`src/rtl/fdc_arb_pkg.sv`:
```
// Shared types and bit positions for the floppy disk command arbiter.
// The macro FDC_ARB_TIMEOUT_EN (see fdc_disk_arbiter) adds a host-answer timeout.
package fdc_arb_pkg;

  localparam int unsigned SR_W  = 32;
  localparam int unsigned CR_W  = 32;
  localparam int unsigned CHS_W = 16;

  typedef enum logic [1:0] {
    OP_SEEK  = 2'd0,
    OP_READ  = 2'd1,
    OP_WRITE = 2'd2,
    OP_RSVD  = 2'd3
  } op_e;

  typedef enum logic [2:0] {
    ST_IDLE    = 3'd0,
    ST_ISSUE   = 3'd1,
    ST_WAIT    = 3'd2,
    ST_ACK     = 3'd3,
    ST_HOLDOFF = 3'd4
  } state_e;

  // disk_sr (command word to host) bit positions
  localparam int unsigned SR_ACK       = 16;
  localparam int unsigned SR_READ_LSB  = 17;
  localparam int unsigned SR_WRITE_LSB = 20;
  localparam int unsigned SR_SEEK_LSB  = 24;

  // disk_cr (status word from host) bit positions
  localparam int unsigned CR_SEEK0   = 0;
  localparam int unsigned CR_SEEK1   = 1;
  localparam int unsigned CR_ERR     = 3;
  localparam int unsigned CR_RW_DONE = 4;

  typedef struct packed {
    op_e              op;
    logic [CHS_W-1:0] chs;
  } cmd_t;

  // Position of the unit bit in disk_sr for a given op and drive
  function automatic logic [4:0] unit_bit(input op_e op, input logic unit);
    logic [4:0] base;
    case (op)
      OP_SEEK: base = 5'(SR_SEEK_LSB);
      OP_READ: base = 5'(SR_READ_LSB);
      default: base = 5'(SR_WRITE_LSB);
    endcase
    return base + {4'b0000, unit};
  endfunction

endpackage

```
`src/rtl/fdc_rr_arb2.sv`:
```
// Two-requester round-robin grant with a last-grant pointer (resets to drive 1).
module fdc_rr_arb2 (
  input  logic       clk,
  input  logic       rst,
  input  logic [1:0] req,
  input  logic       take,
  output logic       grant_c,
  output logic       valid_c
);

  logic last;

  assign valid_c = |req;

  // On contention, favour the drive that was not granted last
  always_comb begin
    grant_c = req[1] & (~req[0] | ~last);
  end

  always_ff @(posedge clk) begin
    if (rst) begin
      last <= 1'b1;
    end else if (take) begin
      last <= grant_c;
    end
  end

endmodule

```
`src/rtl/fdc_disk_arbiter.sv`:
```
// Arbitrates two drive requesters onto one host command/status word pair.
// Define FDC_ARB_TIMEOUT_EN to bound the wait for a host answer to TIMEOUT_CYCLES.
module fdc_disk_arbiter
  import fdc_arb_pkg::*;
#(
  parameter logic [23:0] TIMEOUT_CYCLES = 24'd12_000_000,
  parameter logic [7:0]  HOLDOFF_CYCLES = 8'd16
) (
  input  logic             clk,
  input  logic             rst,
  input  logic [1:0]       req,
  input  logic [1:0]       req_op0,
  input  logic [1:0]       req_op1,
  input  logic [CHS_W-1:0] req_chs0,
  input  logic [CHS_W-1:0] req_chs1,
  output logic [1:0]       done,
  output logic [1:0]       err,
  output logic [SR_W-1:0]  disk_sr,
  input  logic [CR_W-1:0]  disk_cr,
  output logic             busy
);

  state_e          state, state_nxt;
  cmd_t            cmd, cmd_nxt;
  logic            unit, unit_nxt;
  logic [SR_W-1:0] sr_nxt;
  logic [1:0]      done_nxt, err_nxt;
  logic            busy_nxt;
  logic [7:0]      hold_cnt, hold_nxt;
  logic            take_c, grant_c, valid_c;
  logic            complete_c;

`ifdef FDC_ARB_TIMEOUT_EN
  logic [23:0] tmo_cnt, tmo_nxt;
  logic        timed_out_c;
  logic        unused_cr;
  assign unused_cr = ^{disk_cr[CR_W-1:5], disk_cr[2]};
`else
  logic unused_cr;
  assign unused_cr = ^{disk_cr[CR_W-1:5], disk_cr[2], TIMEOUT_CYCLES};
`endif

  fdc_rr_arb2 u_rr (
    .clk     (clk),
    .rst     (rst),
    .req     (req),
    .take    (take_c),
    .grant_c (grant_c),
    .valid_c (valid_c)
  );

  // Seek completes on the unit's own seek bit; read/write on the shared done bit
  always_comb begin
    if (cmd.op == OP_SEEK) begin
      complete_c = unit ? disk_cr[CR_SEEK1] : disk_cr[CR_SEEK0];
    end else begin
      complete_c = disk_cr[CR_RW_DONE];
    end
  end

  always_ff @(posedge clk) begin
    if (rst) begin
      state <= ST_IDLE;
    end else begin
      state <= state_nxt;
    end
  end

  always_comb begin
    state_nxt = state;
    cmd_nxt   = cmd;
    unit_nxt  = unit;
    sr_nxt    = disk_sr;
    done_nxt  = 2'b00;
    err_nxt   = 2'b00;
    hold_nxt  = hold_cnt;
    take_c    = 1'b0;
`ifdef FDC_ARB_TIMEOUT_EN
    tmo_nxt     = tmo_cnt;
    timed_out_c = 1'b0;
`endif
    case (state)
      ST_IDLE: begin
        if (valid_c) begin
          take_c      = 1'b1;
          unit_nxt    = grant_c;
          cmd_nxt.op  = grant_c ? op_e'(req_op1) : op_e'(req_op0);
          cmd_nxt.chs = grant_c ? req_chs1 : req_chs0;
          state_nxt   = ST_ISSUE;
        end
      end
      ST_ISSUE: begin
        if (cmd.op == OP_RSVD) begin
          // Reserved op never reaches the host
          done_nxt[unit] = 1'b1;
          err_nxt[unit]  = 1'b1;
          hold_nxt       = 8'd0;
          state_nxt      = ST_HOLDOFF;
        end else begin
          sr_nxt                         = {16'h0000, cmd.chs};
          sr_nxt[unit_bit(cmd.op, unit)] = 1'b1;
          state_nxt                      = ST_WAIT;
`ifdef FDC_ARB_TIMEOUT_EN
          tmo_nxt = 24'd0;
`endif
        end
      end
      ST_WAIT: begin
`ifdef FDC_ARB_TIMEOUT_EN
        tmo_nxt     = tmo_cnt + 24'd1;
        timed_out_c = (25'(tmo_cnt) + 25'd1) >= 25'(TIMEOUT_CYCLES);
        if (complete_c || timed_out_c) begin
          sr_nxt         = {16'h0000, disk_sr[CHS_W-1:0]};
          sr_nxt[SR_ACK] = 1'b1;
          done_nxt[unit] = 1'b1;
          err_nxt[unit]  = disk_cr[CR_ERR] | timed_out_c;
          state_nxt      = ST_ACK;
        end
`else
        if (complete_c) begin
          sr_nxt         = {16'h0000, disk_sr[CHS_W-1:0]};
          sr_nxt[SR_ACK] = 1'b1;
          done_nxt[unit] = 1'b1;
          err_nxt[unit]  = disk_cr[CR_ERR];
          state_nxt      = ST_ACK;
        end
`endif
      end
      ST_ACK: begin
        if (!disk_cr[CR_RW_DONE] && !disk_cr[CR_SEEK1] && !disk_cr[CR_SEEK0]) begin
          hold_nxt  = 8'd0;
          state_nxt = ST_HOLDOFF;
        end
      end
      ST_HOLDOFF: begin
        if ((9'(hold_cnt) + 9'd1) >= 9'(HOLDOFF_CYCLES)) begin
          state_nxt = ST_IDLE;
        end else begin
          hold_nxt = hold_cnt + 8'd1;
        end
      end
      default: begin
        state_nxt = ST_IDLE;
      end
    endcase
    busy_nxt = (state_nxt != ST_IDLE);
  end

  always_ff @(posedge clk) begin
    if (rst) begin
      cmd      <= '0;
      unit     <= 1'b0;
      disk_sr  <= '0;
      done     <= 2'b00;
      err      <= 2'b00;
      busy     <= 1'b0;
      hold_cnt <= 8'd0;
`ifdef FDC_ARB_TIMEOUT_EN
      tmo_cnt  <= 24'd0;
`endif
    end else begin
      cmd      <= cmd_nxt;
      unit     <= unit_nxt;
      disk_sr  <= sr_nxt;
      done     <= done_nxt;
      err      <= err_nxt;
      busy     <= busy_nxt;
      hold_cnt <= hold_nxt;
`ifdef FDC_ARB_TIMEOUT_EN
      tmo_cnt  <= tmo_nxt;
`endif
    end
  end

endmodule

```
`config.mk`:
```
export PLATFORM = sky130hd
export DESIGN_NAME = fdc_disk_arbiter
export DESIGN_NICKNAME = d
export VERILOG_FILES = /design/src/rtl/fdc_arb_pkg.sv /design/src/rtl/fdc_rr_arb2.sv /design/src/rtl/fdc_disk_arbiter.sv
export SDC_FILE = /design/constraint.sdc
export NUM_CORES = 1
export LEC_CHECK = 0
export CAP_MARGIN = 40
export CELL_PAD_IN_SITES_DETAIL_PLACEMENT = 1
export CELL_PAD_IN_SITES_GLOBAL_PLACEMENT = 2
export CORE_MARGIN = 5
export CORE_UTILIZATION = 23
export CTS_BUF_LIST = sky130_fd_sc_hd__clkbuf_2
export DETAILED_ROUTE_END_ITERATION = 10
export PLACE_DENSITY = 0.88
export SETUP_SLACK_MARGIN = 0.5
export SLEW_MARGIN = 20
export SYNTH_ARGS = -nofsm -noshare
export SYNTH_HDL_FRONTEND = slang
export SYNTH_SLANG_ARGS = --single-unit
```
`constraint.sdc`:
```
create_clock -name clk -period 1.6 [get_ports clk]
set_input_delay 0.4 -clock clk [delete_from_list [all_inputs] [get_ports clk]]
set_output_delay 0.4 -clock clk [all_outputs]
set_load 0.05 [all_outputs]
```
==> metrics.log <==
INFO  metric outcome = finished with violations
INFO  metric violations = setup timing
INFO  metric crit-reg2reg-capture = disk_sr[25]
INFO  metric ioPinCount = 109
INFO  metric ff2ff_setup_slack = -0.12 ns
INFO  metric area.sequential = 1450 um2
INFO  metric total_routing_resource_utilization_after_global_routing = 13.7%
INFO  metric grt_remaining_overflow = 0
INFO  metric yosysUniqueCellTypes = 47
INFO  metric cts.reportedPaths.clkPinSlew = 0.20 ns
INFO  metric post-place-cells = 584
INFO  metric fin_cells = 633
INFO  metric critical_path.cell_chain = or3b_4 > buf_6 > a21oi_4 > buf_6 > or2_4 > nand3_2 > a21oi_2
INFO  metric initialDrtViolationCount = 118
INFO  metric pre_cts_ws = -0.442 ns
INFO  metric cpPeakStageDelay = 0.41 ns
INFO  metric met2_wirelength = 5700 um
INFO  metric multiInputGateArea = 1820 um2
INFO  metric worst-endpoint-required = 2.05 ns
INFO  metric fraction_of_layout_cells_with_a_size_suffix_above_1 = 58.0%
INFO  metric setup.worst_path.end_class = flop
INFO  metric synthArstFlopShare = 0%
INFO  metric ys_dominant_reg_cell = sky130_fd_sc_hd__dfxtp_1
INFO  metric timing.critical_path.from_type = flop
INFO  metric numPortBuffers = 80
INFO  metric cts_tree = done
INFO  metric critical_path_fanouts_max = 8
INFO  metric met3RoutedLength = 345 um
INFO  metric fill_cells = 1,284
INFO  metric critPathKind = flop to flop
INFO  metric critical_path.reg2reg.startpoint = state[0]
INFO  metric clock_sinks = 68
INFO  metric holdCritPathClass = input pin to flop
INFO  metric crit_top_cell = sky130_fd_sc_hd__buf_6
INFO  metric fin_skew = 0.0117 ns
INFO  metric critPathArrivalTime = 2.17 ns
INFO  metric antenna_found_initial = 1
INFO  metric yosysWarningCount = 0
INFO  metric cts_made_buffers = 9
INFO  metric floorplan.die.width = 121 um
INFO  metric wirelength_met1 = 4170 um
INFO  metric max-clock-path-buffers = 2
INFO  metric power.static_leakage = 0.00210 uW
INFO  metric half_perimeter_wire_length_after_detailed_placement = 6580 um
INFO  metric max-cap-violations = 0
INFO  metric rows = 40
INFO  metric setup_viol_count_final = 25
INFO  metric cp_slowest_cell = sky130_fd_sc_hd__dfxtp_4
INFO  metric vias = 2,914
INFO  metric nets = 536
INFO  metric reg2reg_depth = 7
INFO  metric initial_utilization = 23.5%
INFO  metric highest_layer = met4
INFO  metric vias_in_the_first_global_route = 3,146
INFO  metric setup_repair_after_global_routing_missed_its_margin = true
INFO  metric setup_tns_final = -1.66 ns
INFO  metric wire_length_of_the_first_global_routing_pass = 16,000 um
INFO  metric final_max_slew_viol_count = 0
INFO  metric max_freq = 581 MHz
INFO  metric powerDensity = 967 nW/um2
INFO  metric viasPerCell = 4.60
INFO  metric final_estimated_routing_congestion_in_global_placement = 0.818
INFO  metric synth_nets = 395
INFO  metric final_min_period_over_clock_period = 108%
INFO  metric synth.cell_area = 2830 um2
INFO  metric synthCells = 318
INFO  metric area_growth = 98.0%
INFO  metric worst_pin_slew = 0.471 ns
INFO  metric endpoint = disk_sr[25]
INFO  metric period_needed = 1.72 ns
INFO  metric clkLatencyLatePin = 0.50 ns
INFO  metric post_synth_main_area_contributors = sky130_fd_sc_hd__dfxtp_1 (48%), sky130_fd_sc_hd__mux2i_1 (6.4%), sky130_fd_sc_hd__a21oi_1 (5.7%), sky130_fd_sc_hd__a211oi_1 (4.8%), sky130_fd_sc_hd__nand3_1 (4.4%)
INFO  metric drt-total-wl = 10,400 um
INFO  metric floorplan.core_area = 12,100 um2
INFO  metric fp.dieArea = 14,600 um2
INFO  metric max_slew_margin = 68.6%
INFO  metric syn_avg_cell_area = 8.91 um2
INFO  metric area_fraction_of_the_dominant_cell_type_after_synthesis = 48.1%
INFO  metric synth-seq-cells = 68
INFO  metric crit_start = state[0]
INFO  metric worst_slack = -0.120 ns
INFO  metric synth-edff-count = 0
INFO  metric detailedRoute.firstPassIterationCount = 4
INFO  metric drt-wirelength-per-cell = 16.5 um
INFO  metric cts_htree_levels = 3
INFO  metric antenna_violating_nets_post_route = 0
INFO  metric grt_max_degree = 35
INFO  metric clockRootBuffer = sky130_fd_sc_hd__clkbuf_2
INFO  metric drc = 0
INFO  metric hold_slack = 0.322 ns
INFO  metric synth_seq_area_share = 48.1%
INFO  metric yosys.area.top_type = sky130_fd_sc_hd__dfxtp_1
INFO  metric report.final.hold_viol_count = 0
INFO  metric fp.dieH = 121 um
INFO  metric irDropWorstVdd = 0.376 mV
[kinds of logic after synthesis]
logic type	share of synthesized area, %
xor gates and xnor gates	0.618
and+or+nand+nor	22.0
adders and majority gates	2.21
muxes	6.76
buffers and inverters	4.99
DFF	48.1
AOI/OAI and AO/OA	15.4
[flip-flops by register name, summed over array words and instances, names as in the netlist, 2 cells and up]
name / count
err: 2
state: 3
done: 2
disk_sr: 32
cmd: 18
hold_cnt: 8
[worst min path at each step]
stage / from / to / slack (ns) / depth (start not counted)
after global placement: cmd[9] / disk_sr[9] / 0.46 / 2
after global routing: rst / hold_cnt[2] / 0.27 / 3
after floorplan: cmd[10] / disk_sr[10] / 0.45 / 2
final: rst / hold_cnt[2] / 0.32 / 3
after detailed placement: cmd[6] / disk_sr[6] / 0.46 / 2
after CTS: rst / hold_cnt[2] / 0.28 / 3
[per-layer routing]
metal	global-route usage [%]	vias up
met5	0	-
met4	5.45	0
met3	2.61	17
met2	24.3	68
met1	16.1	1416
li1	-	1413
[synthesized netlist by cell type, types with 4 or more instances]
cell                       instances
sky130_fd_sc_hd__a211oi_1         18
sky130_fd_sc_hd__a21oi_1          32
sky130_fd_sc_hd__and3_1            9
sky130_fd_sc_hd__buf_2             8
sky130_fd_sc_hd__clkbuf_1         14
sky130_fd_sc_hd__dfxtp_1          68
sky130_fd_sc_hd__ha_1              5
sky130_fd_sc_hd__inv_1             4
sky130_fd_sc_hd__mux2i_1          18
sky130_fd_sc_hd__nand2_1          31
sky130_fd_sc_hd__nand3_1          25
sky130_fd_sc_hd__nand4_1           6
sky130_fd_sc_hd__nor2_1           26
sky130_fd_sc_hd__nor3_1           11
[layout by cell type, fill, tap and decap left out, types with 3 or more instances in the layout]
master and count:
sky130_fd_sc_hd__nor3_4 3, sky130_fd_sc_hd__buf_6 17, sky130_fd_sc_hd__dfxtp_1 23, sky130_fd_sc_hd__clkinv_2 3
sky130_fd_sc_hd__a211oi_1 16, sky130_fd_sc_hd__nor3_1 5, sky130_fd_sc_hd__ha_1 4, sky130_fd_sc_hd__nand3_2 21
sky130_fd_sc_hd__buf_16 4, sky130_fd_sc_hd__nor2_1 25, sky130_fd_sc_hd__dfxtp_4 12, sky130_fd_sc_hd__dfxtp_2 33
sky130_fd_sc_hd__mux2i_1 18, sky130_fd_sc_hd__clkbuf_2 9, sky130_fd_sc_hd__a21oi_2 26, sky130_fd_sc_hd__and3_1 3
sky130_fd_sc_hd__nand4_1 6, sky130_fd_sc_hd__nor3_2 4, sky130_fd_sc_hd__buf_12 45, sky130_fd_sc_hd__nand2_1 27
sky130_fd_sc_hd__inv_1 4, sky130_fd_sc_hd__and3_4 6, sky130_fd_sc_hd__nand3_4 3, sky130_fd_sc_hd__buf_4 45
sky130_fd_sc_hd__clkdlybuf4s50_1 42, sky130_fd_sc_hd__a21oi_1 5
[final cells by class]
| class | instances | area share, % |
|---|---|---|
| clock buffer | 9 | 0.803 |
| sequential | 68 | 25.8 |
| tap | 168 | 3.75 |
| clock inverter | 7 | 0.758 |
| timing repair buffer | 156 | 36.1 |
| multi-input combinational | 220 | 32.5 |
| antenna | 1 | 0.0446 |
| inverter | 4 | 0.268 |
[metrics by stage]
step	cell area [um2]	total power, uW	util [%]
6_report	5610	5430	46.5
3_5_place_dp	4590	3820	38.1
5_1_grt	5610	5730	46.5
2_1_floorplan	3000	3030	-
3_3_place_gp	4590	3770	38.1
4_1_cts	5290	5230	43.8
[worst max-delay path: cells and delay by family, from the launching register on]
family	cells	cell delay [ns]
buffers and inverters	2	0.27
DFF	1	0.41
AOI/OAI and AO/OA	2	0.30
and+or+nand+nor	3	0.68
[power breakdown]
group | internal [uW] | leakage (uW) | switching (uW)
logic | 1330 | 0.00147 | 1180
clock network | 196 | 0.0000555 | 659
registers | 1880 | 0.000579 | 171
[repair_timing]
action                                  CTS  global route
cloned                                    5             1
gates resized for setup                 109            52
pin swaps                                37            16
hold buffers                              0             0
setup buffers                            15            11
endpoints found under the setup margin  105           105
(Power assumes the default switching activity.)
